### src/rtl/eeprom_pkg.sv
// Shared definitions for the EEPROM arbiter: one-hot FSM encoding, op codes and default widths.
package eeprom_pkg;

  localparam int ADDR_W_DEF = 11;
  localparam int DATA_W_DEF = 8;

  localparam logic [4:0] ST_IDLE     = 5'b00001;
  localparam logic [4:0] ST_ISSUE    = 5'b00010;
  localparam logic [4:0] ST_WAIT_ACK = 5'b00100;
  localparam logic [4:0] ST_DONE     = 5'b01000;
  localparam logic [4:0] ST_WR_HOLD  = 5'b10000;

  localparam logic OP_RD = 1'b0;
  localparam logic OP_WR = 1'b1;

  function automatic int max2(input int a, input int b);
    return (a > b) ? a : b;
  endfunction

endpackage

### src/rtl/eeprom_rr_arb2.sv
// Combinational two-way round-robin grant: the pointer port wins when it requests.
module eeprom_rr_arb2
  import eeprom_pkg::*;
(
  input  logic [1:0] req,
  input  logic       ptr,
  output logic       gnt_valid,
  output logic       gnt_idx
);

  always_comb begin
    gnt_valid = |req;
    gnt_idx   = req[ptr] ? ptr : ~ptr;
  end

endmodule

### src/rtl/eeprom_arbiter.sv
// Shares one serial EEPROM engine between CPU (port 0) and config loader (port 1).
// Optional ACK timeout abort is enabled by defining EEPROM_ARB_TIMEOUT_EN.
module eeprom_arbiter
  import eeprom_pkg::*;
#(
  parameter int ADDR_W         = ADDR_W_DEF,
  parameter int DATA_W         = DATA_W_DEF,
  parameter int TWR_CYCLES     = 5000,
  parameter int TIMEOUT_CYCLES = 4096
) (
  input  logic              CLK,
  input  logic              RESET,
  input  logic              req0,
  input  logic              req1,
  input  logic              we0,
  input  logic              we1,
  input  logic [ADDR_W-1:0] addr0,
  input  logic [ADDR_W-1:0] addr1,
  input  logic [DATA_W-1:0] wdata0,
  input  logic [DATA_W-1:0] wdata1,
  output logic              done0,
  output logic              done1,
  output logic              err0,
  output logic              err1,
  output logic [DATA_W-1:0] rdata,
  output logic              busy,
  output logic              eep_wr,
  output logic              eep_rd,
  output logic [ADDR_W-1:0] eep_addr,
  output logic [DATA_W-1:0] eep_wdata,
  input  logic              eep_ack,
  input  logic [DATA_W-1:0] eep_rdata
);

  // One counter serves both the ACK timeout and the write-cycle hold.
  localparam int CNT_W    = $clog2(max2(TWR_CYCLES, TIMEOUT_CYCLES) + 2);
  localparam int TWR_LAST = (TWR_CYCLES == 0) ? 0 : TWR_CYCLES - 1;
`ifdef EEPROM_ARB_TIMEOUT_EN
  localparam int TIMEOUT_LAST = (TIMEOUT_CYCLES == 0) ? 0 : TIMEOUT_CYCLES - 1;
`endif

  logic [4:0]        state_q, state_d;
  logic              ptr_q, ptr_d;
  logic              port_q, port_d;
  logic              op_q, op_d;
  logic              err_q, err_d;
  logic [ADDR_W-1:0] addr_q, addr_d;
  logic [DATA_W-1:0] wdata_q, wdata_d;
  logic [DATA_W-1:0] rdata_q, rdata_d;
  logic [CNT_W-1:0]  cnt_q, cnt_d;

  logic gnt_valid;
  logic gnt_idx;

  eeprom_rr_arb2 u_arb (
    .req       ({req1, req0}),
    .ptr       (ptr_q),
    .gnt_valid (gnt_valid),
    .gnt_idx   (gnt_idx)
  );

  always_comb begin
    state_d = state_q;
    ptr_d   = ptr_q;
    port_d  = port_q;
    op_d    = op_q;
    err_d   = err_q;
    addr_d  = addr_q;
    wdata_d = wdata_q;
    rdata_d = rdata_q;
    cnt_d   = cnt_q;
    case (state_q)
      ST_IDLE: begin
        if (gnt_valid) begin
          port_d  = gnt_idx;
          op_d    = gnt_idx ? we1 : we0;
          addr_d  = gnt_idx ? addr1 : addr0;
          wdata_d = gnt_idx ? wdata1 : wdata0;
          err_d   = 1'b0;
          state_d = ST_ISSUE;
        end
      end
      ST_ISSUE: begin
        cnt_d   = '0;
        state_d = ST_WAIT_ACK;
      end
      ST_WAIT_ACK: begin
        if (eep_ack) begin
          if (op_q == OP_RD) begin
            rdata_d = eep_rdata;
          end
          state_d = ST_DONE;
        end
`ifdef EEPROM_ARB_TIMEOUT_EN
        else if (cnt_q == CNT_W'(TIMEOUT_LAST)) begin
          err_d   = 1'b1;
          state_d = ST_DONE;
        end else begin
          cnt_d = cnt_q + CNT_W'(1);
        end
`endif
      end
      // A timed-out access also gets the hold so the engine can recover.
      ST_DONE: begin
        ptr_d   = ~port_q;
        cnt_d   = '0;
        state_d = ((op_q == OP_WR) || err_q) ? ST_WR_HOLD : ST_IDLE;
      end
      ST_WR_HOLD: begin
        if (cnt_q == CNT_W'(TWR_LAST)) begin
          state_d = ST_IDLE;
        end else begin
          cnt_d = cnt_q + CNT_W'(1);
        end
      end
      default: state_d = ST_IDLE;
    endcase
  end

  always_ff @(posedge CLK or negedge RESET) begin
    if (!RESET) begin
      state_q <= ST_IDLE;
      ptr_q   <= 1'b0;
      port_q  <= 1'b0;
      op_q    <= OP_RD;
      err_q   <= 1'b0;
      addr_q  <= '0;
      wdata_q <= '0;
      rdata_q <= '0;
      cnt_q   <= '0;
    end else begin
      state_q <= state_d;
      ptr_q   <= ptr_d;
      port_q  <= port_d;
      op_q    <= op_d;
      err_q   <= err_d;
      addr_q  <= addr_d;
      wdata_q <= wdata_d;
      rdata_q <= rdata_d;
      cnt_q   <= cnt_d;
    end
  end

  always_comb begin
    busy      = (state_q != ST_IDLE);
    eep_wr    = (state_q == ST_ISSUE) && (op_q == OP_WR);
    eep_rd    = (state_q == ST_ISSUE) && (op_q == OP_RD);
    eep_addr  = addr_q;
    eep_wdata = wdata_q;
    rdata     = rdata_q;
    done0     = (state_q == ST_DONE) && !port_q;
    done1     = (state_q == ST_DONE) && port_q;
`ifdef EEPROM_ARB_TIMEOUT_EN
    err0      = done0 && err_q;
    err1      = done1 && err_q;
`else
    err0      = 1'b0;
    err1      = 1'b0;
`endif
  end

endmodule

### config.mk
export PLATFORM = sky130hd
export DESIGN_NAME = eeprom_arbiter
export DESIGN_NICKNAME = d
export VERILOG_FILES = /design/src/rtl/eeprom_pkg.sv /design/src/rtl/eeprom_rr_arb2.sv /design/src/rtl/eeprom_arbiter.sv
export SDC_FILE = /design/constraint.sdc
export NUM_CORES = 1
export LEC_CHECK = 0
export CORE_UTILIZATION = 41
export DETAILED_ROUTE_END_ITERATION = 16
export PLACE_DENSITY = 0.87
export REMOVE_ABC_BUFFERS = 1
export SLEW_MARGIN = 20
export SYNTH_ARGS = -nofsm -noshare
export SYNTH_HDL_FRONTEND = slang
export SYNTH_SLANG_ARGS = --single-unit
### constraint.sdc
create_clock -name CLK -period 1.6 [get_ports CLK]
set_clock_uncertainty 0.2 [all_clocks]
set_input_delay 0.48 -clock CLK [delete_from_list [all_inputs] [get_ports CLK]]
set_output_delay 0.48 -clock CLK [all_outputs]
set_load 0.02 [all_outputs]
After elaboration in Yosys (flattened, before gate mapping):

Cells that the tools add are included.

* latch bits: 0
* memories: 0
* bits in registers: 48
* bits in read-only memories: 0
* memory bits (writable): 0
* logic and storage cells: 49

* divide/modulo/power cells: 0
* mux-type cells: 13
* bitwise logic cells: 3
* order comparisons: 1
* reductions and logical operators: 12
* shifts and indexed selects: 0
* $add $sub $neg: 1
* multiply operators: 0
* equality and inequality tests: 11

Operators by type and width (number)
* $pmux 13 s2: 1
* $pmux 5 s5: 1
* $mux 5: 4
* $add 13x1->13 const B: 1
* $eq 13x13->1 const B: 1
* $mux 13: 1
* $mux 11: 1
* $mux 8: 1
* $ne 2x2->1 const B: 4
* $reduce_and 3->1: 2
* $eq 5x1->1 const B: 1
* $eq 5x2->1 const B: 1
* $eq 5x3->1 const B: 1
* $eq 5x4->1 const B: 1
* $eq 5x5->1 const B: 1
* $ne 5x1->1 const B: 1
* $logic_and 1x1->1: 4
* $mux 1: 4
* $reduce_and 2->1: 2
* $reduce_or 2->1: 2
* $not 1->1: 3
* $lt 1x2->1 const B: 1
* $reduce_bool 2->1: 1
* $logic_not 1->1: 1

Longest topological paths before layout:

Gate-level depths: netlist of the first run.

* depth after elaboration: 4
* mapped depth: 7

Cells and area by module:

From an unflattened synthesis of the first run, not the netlist that was laid out.

* cells, all modules: 233
* area, all modules: 2376.0 um^2

Modules (own cells, without submodules)
* eeprom_arbiter: instances 1, cells each 230, area an instance 2356.0 um^2, sequential area each 1202.4 um^2
* eeprom_rr_arb2: instances 1, cells each 3, area an instance 20.0 um^2, sequential area each 0.0 um^2

Worst setup path after synthesis of the first run:

OpenSTA, ideal clock, no wires.

* kind: reg-to-output
* start: register state_q[0]
* end: output port done1
* path slack: -293 ps
* buffers on the path: 1
* data arrival time: 1213 ps
* stages on the path, launching flop included: 4
* required time: 920 ps
* cell sequence: dfstp_2 -> buf_6 -> nor4b_1 -> and3_1

* word-level cells in the longest chain between the ends: 2

RTL lines
* start, declared: line eeprom_arbiter.sv:42 `logic [4:0] state_q, state_d;`
* start signal, assigned: line eeprom_arbiter.sv:132 `state_q <= state_d;`
* $eq 5x4->1: line eeprom_arbiter.sv:152 `done1 = (state_q == ST_DONE) && port_q;`
* $logic_and 1x1->1: line eeprom_arbiter.sv:152
* end, declared: line eeprom_arbiter.sv:22 `output logic done1,`

No other way between the ends.

Final worst setup path of the first run:

* start: register state_q[2]
* end: output port done1

Same word-level chain as after synthesis.

==> summary.txt, run 1 <==
Run status
  • Outcome: finished with violations
  • Violated checks: setup timing

STA
  • Final Hold Vio Count: 0
  • RSZ-0062 raised after global routing: true
  • Slew Limit Fails: 0
  • Setup TNS: -15720 ps
  • Finish-stage setup viols: 50
  • Tcrit/Tclk final: 1.36
  • Min cycle time layout: 2180 ps
  • Max Clk Rate: 460 MHz
  • Final worst setup slack: -576 ps

Clock tree
  • CTS clk-pin slew, worst paths: 100 ps
  • Clock sink total: 48
  • CTS tree: built
  • Clk Latency, worst-skew pair: 310 ps
  • Clk root buf: clkbuf_8
  • CTS buffer count: 5
  • Clock Tree Buf Depth: 2
  • Htree depth: 2

Final layout
  • Antenna diode count: 0
  • Utilization after layout: 0.784
  • Multi-input logic area: 1540 µm²
  • Flip-flop and latch area: 1200 µm²
  • Share of layout cells above drive strength 1: 0.480
  • Area delta synth->final: 79.8%
  • Most frequent cells in the layout: clkdlybuf4s50_1, dfrtp_1, buf_4
  • Fillers: 332
  • Most common cell after layout, fill and taps aside: clkdlybuf4s50_1
  • Final instance area: 4450 µm²
  • Nets: 430

Logic synthesis
  • Synth async-reset ratio: 1.00
  • Number of synthesized flops with an enable pin: 0
  • Syn Area/Cell: 10.5 µm²
  • YS warnings: 0
  • #FFs+latches synth: 48
  • Post-synthesis cell count: 236
  • Synth Flop Type: dfrtp_1
  • Syn Std Cell Area: 2470 µm²
  • Sequential-to-total area share from yosys stat: 0.486
  • Netlist cell types: 40

Place
  • Post-Place Cell Area: 3640 µm²
  • Placement Setup Slack: -807 ps
  • Gpl congestion: 0.899
  • IO Port Bufs: 84
  • Post-DP HPWL: 4390 µm

Drt
  • Via count: 2653
  • Initial detailed-routing violation count: 278
  • Drt drc: 0
  • Post-route ant nets: 0
  • WL final: 9620 µm
  • Initial DRT Pass Iterations: 5
  • WL/cell: 21.4 µm
  • Vias per std cell: 5.91

Flow run
  • Max Cap Viol: 0

Critical path
  • Maximum fanout along the worst path: 3
  • R2R depth: 7
  • CP Launch Type: register
  • Crit end category: output pin
  • Setup CP Type: register to output pin
  • Crit path required time: 920 ps
  • Crit path max-delay cell type: dfrtp_1
  • CP peak stage delay: 430 ps
  • Crit path cell chain: nor4b_2 -> buf_4 -> and3_4 -> buf_6
  • Crit path DAT: 1500 ps

Global routing
  • Grt met3 use: 0.0434
  • Most used routing layer: met2
  • GR Overflow Total: 0
  • Met1 usage: 0.344
  • Vias in the first global route: 2520
  • First-pass GRT wire length: 12600 µm
  • Grt met2 use: 0.412
  • Initial antenna violation count: 0
  • GRT Util Overall: 0.263
  • Largest net degree at the start of global routing: 31

Min path
  • HP Class: register to register
  • Worst hold path depth: 1

Floorplan
  • Die Area: 6350 µm²
  • CORE AREA: 5680 µm²
  • Effective utilization at floorplan: 0.436
  • Die W: 79.7 µm
  • Die H: 79.7 µm
  • I/O Pins: 87
  • Row cnt: 27

Pwr
  • Pwr Density: 1570 nW/µm²
  • Leakage power: 2.00 nW
  • VDD IR max: 992 µV
  • Power, Total: 6.99 mW
synth_stat cells, drive strengths merged, types with 6 or more instances:
cell / n / area, µm²
nand2: 12 / 45.0
nand3: 10 / 50.1
a21oi: 25 / 125
dfrtp: 47 / 1180
nor2: 30 / 115
mux2i: 26 / 260
inv: 9 / 33.8
mux2: 8 / 120
a31oi: 10 / 62.6
buf: 14 / 106
nor3: 6 / 40.0
final timing paths:
check | start | slack, ps | endpoint
worst min-delay path | cnt_q[12] | 310 | cnt_q[12]
worst max-delay path | state_q[2] | -580 | done1
worst min register to register | cnt_q[12] | 310 | cnt_q[12]
worst max register to register | state_q[3] | -400 | rdata[7]
min in group asynchronous | RESET | 450 | cnt_q[9]
max in group asynchronous | RESET | 500 | rdata[0]
report_power, final:
group / switching (mW) / leakage, nW / internal (mW)
Combinational: 2.18 / 1.36 / 2.09
Clock: 0.419 / 0.0445 / 0.352
Sequential: 0.322 / 0.596 / 1.63
cell type report:
class                           instances  share of cell area
Inverter                                9             0.00816
Clock inverter                          1             0.00169
Timing Repair Buffer                  146               0.333
Multi-Input combinational cell        166               0.347
Tap cell                               72              0.0203
Sequential cell                        48               0.270
Clock buffer                            7              0.0194
flip-flops by register name, summed over array words and instances, names as in the netlist:
name and count:
port_q 1, rdata 8, ptr_q 1, cnt_q 13
state_q 5, eep_wdata 8, eep_addr 11, op_q 1
per-stage QoR:
step	hold slack [ps]	cells
finish	313	449
global route	335	449
CTS	295	443
detailed placement	260	415
global placement	254	415
floorplan	-15.6	223
kinds of logic (layout without fill, tap and decap cells):
group / count (synthesis) / in the layout / share of synthesized area
other: 1 / 2 / 0.00152
adders and majority gates: 1 / 1 / 0.00506
muxes: 34 / 34 / 0.154
DFF: 48 / 48 / 0.486
xor gates and xnor gates: 2 / 2 / 0.00708
and+or+nand+nor: 80 / 80 / 0.177
AOI/OAI and AO/OA: 47 / 47 / 0.113
buffers and inverters: 23 / 163 / 0.0566
layer usage:
layer	share of wire	wire, µm
met2	0.48	4640
met5	0	0
met1	0.40	3810
met3	0.071	686
met4	0.051	487
worst max-delay path: cells and delay by family (launching register included):
kind	cells	cell delay, ps
buf+inv	2	280
flops	1	430
simple gates	2	480
what timing repair did:
action,in CTS,in global routing
buffers inserted,13,10
resized for setup,201,56
endpoints found under the setup margin,76,51
hold buffers,1,0
gates cloned,7,2
pin swaps,22,12
endpoints found under the hold margin,47,0
Power figures use the tool's default switching activity.
==> inputs of run 2 (changes only) <==
Settings changed: CAP_MARGIN set to 10.
==> results of run 2 <==
The final DEF is identical to that of run 1; final timing and power are the same.
==> inputs of run 3 (changes only) <==
Settings changed: CORE_MARGIN set to 4, CORE_UTILIZATION 41 to 42, CTS_BUF_LIST set to sky130_fd_sc_hd__clkbuf_4 sky130_fd_sc_hd__clkbuf_8, PLACE_DENSITY 0.87 to 0.78.
==> run 3 against run 2 <==
Effect of this change:
- the flow still finishes with violations (setup timing)
- via count is 1.2% lower
- worst hold slack better by 7.1 ps
- first-iteration DRC count is 23% lower
- total power is 10% higher
- cell area is 2.1% higher
- sequential power is 6% higher
- largest power group unchanged
- wire length is 4.7% higher
- cell count is 2.0% higher
==> summary.txt, run 3 (same netlist as run 1, synthesis figures left out) <==
Floorplan
  • Die Area: 7180 µm²
  • Die H: 84.7 µm
  • Row cnt: 27
  • CORE AREA: 5610 µm²
  • Die W: 84.7 µm
  • I/O Pins: 87
  • Effective utilization at floorplan: 0.441

Critical path
  • Buf/Inv on CP: 2
  • CP Launch Type: register
  • CP peak stage delay: 400 ps
  • Crit end category: output pin
  • Crit path required time: 920 ps
  • Crit path cell chain: nor4b_2 -> buf_4 -> and3_1 -> buf_6
  • Worst reg-to-reg setup slack: -500 ps
  • Crit path max-delay cell type: dfstp_2
  • Setup CP Type: register to output pin
  • Crit path DAT: 1490 ps
  • Top delay family on crit path: simple AND/OR/NAND/NOR gates
  • Maximum fanout along the worst path: 3

STA
  • Max Clk Rate: 461 MHz
  • Tcrit/Tclk final: 1.35
  • RSZ-0062 raised after global routing: true
  • Finish-stage setup viols: 52
  • Setup TNS: -17980 ps
  • Min cycle time layout: 2170 ps
  • Hold WS: 320 ps
  • Final Hold Vio Count: 0
  • Final worst setup slack: -568 ps
  • Slew Limit Fails: 0

Final layout
  • Fillers: 309
  • Utilization after layout: 0.809
  • Most flops, register: cnt_q
  • Final instance area: 4540 µm²
  • Multi-input logic area: 1540 µm²
  • Nets: 439
  • Max reg flops: 13
  • Most frequent cells in the layout: clkdlybuf4s50_1, dfrtp_1, buf_4
  • Antenna diode count: 0
  • Flip-flop and latch area: 1200 µm²
  • Area delta synth->final: 83.5%
  • Most common cell after layout, fill and taps aside: clkdlybuf4s50_1
  • Share of layout cells above drive strength 1: 0.508

Global routing
  • GRT Util Overall: 0.226
  • Initial antenna violation count: 0
  • Largest net degree at the start of global routing: 20
  • Vias in the first global route: 2548
  • First-pass GRT wire length: 12700 µm
  • GR Overflow Total: 0

Clock tree
  • Clock Tree Buf Depth: 2
  • CTS clk-pin slew, worst paths: 100 ps
  • Clk Latency, worst-skew pair: 310 ps
  • CTS buffer count: 5
  • Htree depth: 2
  • Clock sink total: 48
  • CTS tree: built
  • Clk root buf: clkbuf_8

Pwr
  • Switching power share of the total: 0.410
  • Power, Total: 7.71 mW
  • Internal power: 4.55 mW
  • Clock network power share: 0.140
  • Leakage power: 2.03 nW
  • Sequential share of power: 0.267
  • Psw: 3.16 mW
  • VDD IR max: 1130 µV
  • Pwr Density: 1700 nW/µm²
  • Power share of the combinational group: 0.593

Run status
  • Violated checks: setup timing
  • Outcome: finished with violations

Drt
  • Via count: 2621
  • Post-route ant nets: 0
  • Drt drc: 0
  • Initial detailed-routing violation count: 215
  • WL/cell: 22.0 µm
  • WL final: 10100 µm
  • Initial DRT Pass Iterations: 5
  • Vias per std cell: 5.72

Flow run
  • Max Cap Viol: 0

Place
  • Post-Place Cell Area: 3720 µm²
  • Gpl congestion: 0.824
  • IO Port Bufs: 84
  • Post-DP HPWL: 5100 µm

Min path
  • HP Class: register to register
run 3: routing by layer:
metal	global-route usage	up-vias	part of all wire
met1	0.269	1293	0.38
met3	0.0500	37	0.065
li1	-	1134	-
met4	0.0806	0	0.032
met5	0	-	0
met2	0.399	157	0.53
run 3: layout make-up:
class	count	area share
Multi-Input combinational cell	166	0.339
Sequential cell	48	0.265
Inverter	9	0.00744
Clock inverter	3	0.0152
Clock buffer	5	0.0152
Timing Repair Buffer	155	0.339
Tap cell	72	0.0199
run 3: power groups by stage:
stage / clock network [mW] / logic, mW / registers (mW)
6_report: 1.08 / 4.57 / 2.06
5_1_grt: 1.14 / 4.74 / 2.09
4_1_cts: 1.08 / 3.29 / 1.87
3_5_place_dp: 0 / 2.94 / 1.88
3_3_place_gp: 0 / 2.86 / 1.86
2_1_floorplan: 0 / 1.03 / 2.30
run 3: path summary, 6_finish.rpt:
path | endpoint | depth (start not counted) | start
worst max-delay path | done0 | 4 | state_q[0]
worst min-delay path | rdata[1] | 1 | rdata[1]
worst max register to register | cnt_q[6] | 10 | state_q[0]
worst min register to register | rdata[1] | 1 | rdata[1]
max in group asynchronous | cnt_q[9] | 3 | RESET
min in group asynchronous | state_q[3] | 2 | RESET
run 3: through the flow:
step	setup slack (ps)	cells
2_1_floorplan	-1160	223
3_3_place_gp	-718	425
3_5_place_dp	-706	425
4_1_cts	-483	449
5_1_grt	-609	458
6_report	-568	458
run 3: what timing repair did:
item	4_1_cts	5_1_grt
setup buffers	11	10
gates resized for setup	183	111
hold buffers	1	0
setup endpoints to repair	76	52
pin swaps	10	10
cloned	5	0
endpoints found under the hold margin	10	0
